--- src/rtl/full_adder_pkg.sv ---
// Shared definitions for the registered full adder.
// Holds the width limit, a wide result record and a behavioural add helper
// that mirrors a + b + cin at an arbitrary width (1..FA_MAX_WIDTH).
// Optional feature macro used by the top: FULL_ADDER_OVF_EN.
package full_adder_pkg;

    localparam int unsigned FA_MAX_WIDTH = 64;

    // Result record at the maximum width; callers use the low `width` bits
    // of sum. The top level declares a WIDTH-sized record of the same shape.
    typedef struct packed {
        logic                    carry;
        logic [FA_MAX_WIDTH-1:0] sum;
    } fa_result_t;

    // Behavioural (a + b + cin) at `width` bits: sum is the low `width` bits,
    // carry is bit `width` of the full result. Operand bits above `width`
    // are ignored.
    function automatic fa_result_t fa_add(
        input logic [FA_MAX_WIDTH-1:0] a,
        input logic [FA_MAX_WIDTH-1:0] b,
        input logic                    cin,
        input int unsigned             width
    );
        logic [FA_MAX_WIDTH:0]   full;
        logic [FA_MAX_WIDTH-1:0] mask;
        fa_result_t              res;
        if (width >= FA_MAX_WIDTH) begin
            mask = '1;
        end else begin
            mask = (64'd1 << width) - 64'd1;
        end
        full = {1'b0, a & mask} + {1'b0, b & mask} + {{FA_MAX_WIDTH{1'b0}}, cin};
        res.sum = full[FA_MAX_WIDTH-1:0] & mask;
        if (width >= FA_MAX_WIDTH) begin
            res.carry = full[FA_MAX_WIDTH];
        end else begin
            res.carry = full[width[6:0]];
        end
        return res;
    endfunction

endpackage

--- src/rtl/full_adder_cell.sv ---
// One-bit combinational full adder cell; chained through cout -> cin to
// build a ripple-carry adder of any width.
module full_adder_cell (
    input  logic a_i,
    input  logic b_i,
    input  logic cin_i,
    output logic s_o,
    output logic cout_o
);

    assign s_o    = a_i ^ b_i ^ cin_i;
    assign cout_o = (a_i & b_i) | (a_i & cin_i) | (b_i & cin_i);

endmodule

--- src/rtl/full_adder_reg.sv ---
// Registered full adder: a + b + cin through a ripple chain of
// full_adder_cell instances, with sum/carry captured one cycle later.
// Optional signed-overflow output ovf is enabled by FULL_ADDER_OVF_EN.
//
// Handshake: in_valid qualifies a/b/cin for the current cycle only; there is
// no ready. A valid cycle overwrites the result registers and raises
// out_valid for exactly the following cycle; an invalid cycle holds the
// result registers and drops out_valid. Operands are never sampled while
// in_valid is low, so undriven inputs cannot reach the outputs.
module full_adder_reg
    import full_adder_pkg::*;
#(
    parameter int unsigned WIDTH = 1  // legal range 1..FA_MAX_WIDTH
) (
    input  logic             clk,
    input  logic             rst_n,
    input  logic             in_valid,
    input  logic [WIDTH-1:0] a,
    input  logic [WIDTH-1:0] b,
    input  logic             cin,
    output logic             out_valid,
    output logic [WIDTH-1:0] sum,
    output logic             carry
`ifdef FULL_ADDER_OVF_EN
    ,
    output logic             ovf
`endif
);

    typedef struct packed {
        logic             carry;
        logic [WIDTH-1:0] sum;
    } result_t;

    // Carry chain: c_chain[0] is the carry-in, c_chain[WIDTH] the carry-out.
    logic [WIDTH:0]   c_chain;
    logic [WIDTH-1:0] s_comb;

    result_t res_d, res_q;
    logic    valid_d, valid_q;

    assign c_chain[0] = cin;

    genvar gi;
    generate
        for (gi = 0; gi < WIDTH; gi++) begin : g_cell
            full_adder_cell u_cell (
                .a_i    (a[gi]),
                .b_i    (b[gi]),
                .cin_i  (c_chain[gi]),
                .s_o    (s_comb[gi]),
                .cout_o (c_chain[gi+1])
            );
        end
    endgenerate

`ifdef FULL_ADDER_OVF_EN
    logic ovf_d, ovf_q;
`endif

    // Next-state: capture the adder result on a valid cycle, otherwise hold.
    always_comb begin
        res_d   = res_q;
        valid_d = in_valid;
`ifdef FULL_ADDER_OVF_EN
        ovf_d   = ovf_q;
`endif
        if (in_valid) begin
            res_d.sum   = s_comb;
            res_d.carry = c_chain[WIDTH];
`ifdef FULL_ADDER_OVF_EN
            // Signed overflow: carry into the MSB differs from carry out.
            ovf_d       = c_chain[WIDTH-1] ^ c_chain[WIDTH];
`endif
        end
    end

    // Result and valid registers; reset clears them without waiting for clk,
    // which also discards any operand presented as reset falls.
    always_ff @(posedge clk or negedge rst_n) begin
        if (!rst_n) begin
            res_q   <= '0;
            valid_q <= 1'b0;
`ifdef FULL_ADDER_OVF_EN
            ovf_q   <= 1'b0;
`endif
        end else begin
            res_q   <= res_d;
            valid_q <= valid_d;
`ifdef FULL_ADDER_OVF_EN
            ovf_q   <= ovf_d;
`endif
        end
    end

    assign sum       = res_q.sum;
    assign carry     = res_q.carry;
    assign out_valid = valid_q;
`ifdef FULL_ADDER_OVF_EN
    assign ovf       = ovf_q;
`endif

endmodule

--- config.mk ---
export PLATFORM = sky130hd
export DESIGN_NAME = full_adder_reg
export DESIGN_NICKNAME = d
export VERILOG_FILES = /design/src/rtl/full_adder_pkg.sv /design/src/rtl/full_adder_cell.sv /design/src/rtl/full_adder_reg.sv
export SDC_FILE = /design/constraint.sdc
export NUM_CORES = 1
export LEC_CHECK = 0
export BUFFER_PORTS_ARGS = -buffer_cell sky130_fd_sc_hd__buf_2
export CAP_MARGIN = 0
export CORE_AREA = 2 2 39 41
export DETAILED_ROUTE_END_ITERATION = 6
export DIE_AREA = 0 0 41 43
export PLACE_DENSITY_LB_ADDON = 0.1
export RECOVER_POWER = 100
export SLEW_MARGIN = 5
export SYNTH_ARGS = -nofsm -noshare
export SYNTH_HDL_FRONTEND = slang
export SYNTH_SLANG_ARGS = --single-unit
export TNS_END_PERCENT = 30
--- constraint.sdc ---
create_clock -name clk -period 2.4 [get_ports clk]
set_clock_uncertainty 0.05 [all_clocks]
set_input_delay 0.72 -clock clk [delete_from_list [all_inputs] [get_ports clk]]
set_output_delay 0.72 -clock clk [all_outputs]
set_load 0.02 [all_outputs]
==> results.txt <==
The number of port buffers is 8. For this run the aggregate overflow at the end of global routing stands at 0. The number of DRC violations after detailed-routing iteration 0 is 0. The clock tree from TritonCTS is yes. The total clock sinks is 3. The post-place setup slack is 663.5 ps.

The run finished with clean final reports. The final number of hold-violating endpoints came out at 0. For the final routed database, the setup TNS stands at 0 ps. The register bit count reported by yosys came out at 3.

The count of cell types in the netlist is 3. The category of the critical setup timing path is flop to output port. The clock tree buffer depth is 2.

The fraction of power consumed by sequential logic is 0.347. The cell family contributing the most delay on the critical path is flip-flops. The min-delay analysis places its worst path in the category primary input to async pin. The later-pin clock latency in the skew report is 230 ps. The final weighted congestion of routability-driven global placement is 0.5797.

The number of antenna violations at the first check in global routing came out at 0. For this design, the CTS-stage hold fixing added 0 buffers. The element type at the critical path start is a flop. The combinational share of power is 0.151.

The largest net degree at the start of global routing is 4. The area growth from synthesis to layout is 67.02%. The die span in y came out at 43 um. Dividing the detail-routed via count by the number of cells gives 2.912. The Yosys step of the flow raised 0 warnings. The first-pass GRT wire length came out at 420 um.

The routed wire length is 289 um. The core footprint came out at 0.001384 sq mm. Of the total synthesized cell area, the portion taken by full adders, half adders and majority gates is 0.1702. The final count of pins violating max slew is 0.

The share of post-route cells with drive strength above 1 came out at 0.3889. Walking the worst path, the cells encountered are clkbuf_1. The highest-delay cell along the critical path is sky130_fd_sc_hd__dfrtp_1. The worst path buffer plus inverter count is 1. The largest single stage delay on the critical path is 350 ps. The net count of the finished layout is 26. The required time reported for the critical path endpoint is 1630 ps.

Across all register-to-register paths, the minimum setup slack is 1600 ps. The x dimension of the die came out at 41 um. The relative max-transition margin is 0.8278. In this run the number of H-tree levels came out at 1. The clock-pin slew on the worst setup and hold paths came out at 40 ps.

The complex-gate fraction of the synthesized area came out at 0. The largest fanout on the critical path came out at 2. The type of element capturing the critical path is an output port. The count of cells resized by post-cts repair is 0. Once routing completed, OpenROAD measured the worst setup slack at 818.2 ps. IR analysis of the VDD net gives a maximum drop of 0.0001207 V. The count of inserted antenna diode cells came out at 0. The total clock buffers created by CTS is 3.

For this block, the via count after detailed routing is 99. Setup repair after global routing left no endpoint under its margin. The die outline area came out at 0.001763 sq mm. The initial standard-cell utilization of the core came out at 0.08499. For the worst setup path, the data arrival time is 810 ps.

The share of synthesized area spent on multiplexers is 0.1915. The register area share after synthesis is 0.6383. Of the total synthesized cell area, the portion taken by XOR and XNOR cells is 0.

The max capacitance violation total came out at 0. Of the total power, the share spent switching nets is 0.2536. The detailed-routing iteration count for the pre-antenna-repair pass came out at 1. The hold slack is 238.2 ps. The post-CTS setup buffer count is 0. The number of standard-cell rows in the floorplan is 14.

The total power per unit cell area is 886.4 mW/mm^2. The post-synthesis share of cell area spent on and, or, nand and nor gates is 0. The synthesized instance count came out at 6. Based on the critical path, the design can be clocked at up to 632.2 MHz. The number of primary I/O pins is 9. The number of global-route vias before repair came out at 119. After synthesis, the largest family of logic cells by area is multiplexers. The sum of internal, switching and leakage power came out at 0.0001741 W. The analysis attributes to net switching a power of 0.00004417 W. The count of final setup violators came out at 0. In this run the static leakage power is 0.08014 nW. The internal portion of the total power is 0.0001300 W. The global-route usage over all layers came out at 0.04435. The netlist area before placement is 117.6 sq um. The part of the total power dissipated in the clock network came out at 0.501. The net count of the mapped netlist came out at 13. The part of the cycle the worst path needs is 0.6591. The clock period minus worst slack is 1582 ps. The final antenna-violating net count came out at 0. In the final routed layout, each cell accounts on average for 8.500 um. The detailed-route DRC error count came out at 0. A synthesized cell averages 19.60 sq um. The tree is rooted in a sky130_fd_sc_hd__clkbuf_4. The transition time of the tightest slew-check pin is 259.4 ps.
sequential cells by signal, summed over array words and instances (netlist names):
name and cells:
out_valid 1, carry 1, sum 1
power groups by stage:
stage	registers [W]	clock network (W)	logic [W]
detailed placement	0.0000611	0	0.0000295
CTS	0.0000604	0.0000929	0.0000296
global placement	0.0000609	0	0.0000297
finish	0.0000605	0.0000873	0.0000264
global route	0.0000611	0.0000956	0.0000293
floorplan	0.0000688	0	0.00000662
layout make-up:
class | instances | area, sq um
Fill cell | 163 | 1187
Multi-Input combinational cell | 3 | 42.54
Timing Repair Buffer | 8 | 32.53
Sequential cell | 3 | 75.07
Clock buffer | 4 | 26.28
Tap cell | 16 | 20.02
logic make-up after synthesis:
| logic type | after synthesis |
|---|---|
| flip-flops | 3 |
| adder cells (fa/ha/maj) | 1 |
| multiplexers | 2 |
synth_stat cells, drive strengths merged:
master / n / area (sq um)
dfrtp: 3 / 75.07
mux2: 2 / 22.52
fa: 1 / 20.02
layer usage:
metal  global-route usage  routed length, um  vias up
met1              0.03583                 98       45
met2              0.03750                110       11
li1                     -                  -       43
met3              0.04712                 80        0
met5                    0                  0        -
met4              0.08000                  0        0
placed cells by master (no fill, tap or decap):
cell type                  n
sky130_fd_sc_hd__clkbuf_1  7
sky130_fd_sc_hd__dfrtp_1   3
sky130_fd_sc_hd__mux2_2    2
sky130_fd_sc_hd__buf_2     2
sky130_fd_sc_hd__clkbuf_4  3
sky130_fd_sc_hd__fa_1      1
stage by stage:
stage	cells	utilization	cell area (sq um)
global placement	30	0.1284	177.7
floorplan	6	-	117.6
detailed placement	30	0.1284	177.7
finish	34	0.1420	196.4
global route	34	0.1420	196.4
CTS	34	0.1474	203.9
path summary, 6_finish.rpt:
kind                                   start             endpoint  cells after the start
max                          sum$_DFFE_PN0P_                  sum                      1
min                                    rst_n  out_valid$_DFF_PN0_                      1
max reg2reg                  sum$_DFFE_PN0P_      sum$_DFFE_PN0P_                      1
min reg2reg                carry$_DFFE_PN0P_    carry$_DFFE_PN0P_                      1
max in group asynchronous              rst_n    carry$_DFFE_PN0P_                      1
min in group clk           carry$_DFFE_PN0P_    carry$_DFFE_PN0P_                      1
Note: power is estimated with default switching activity, not from simulation.
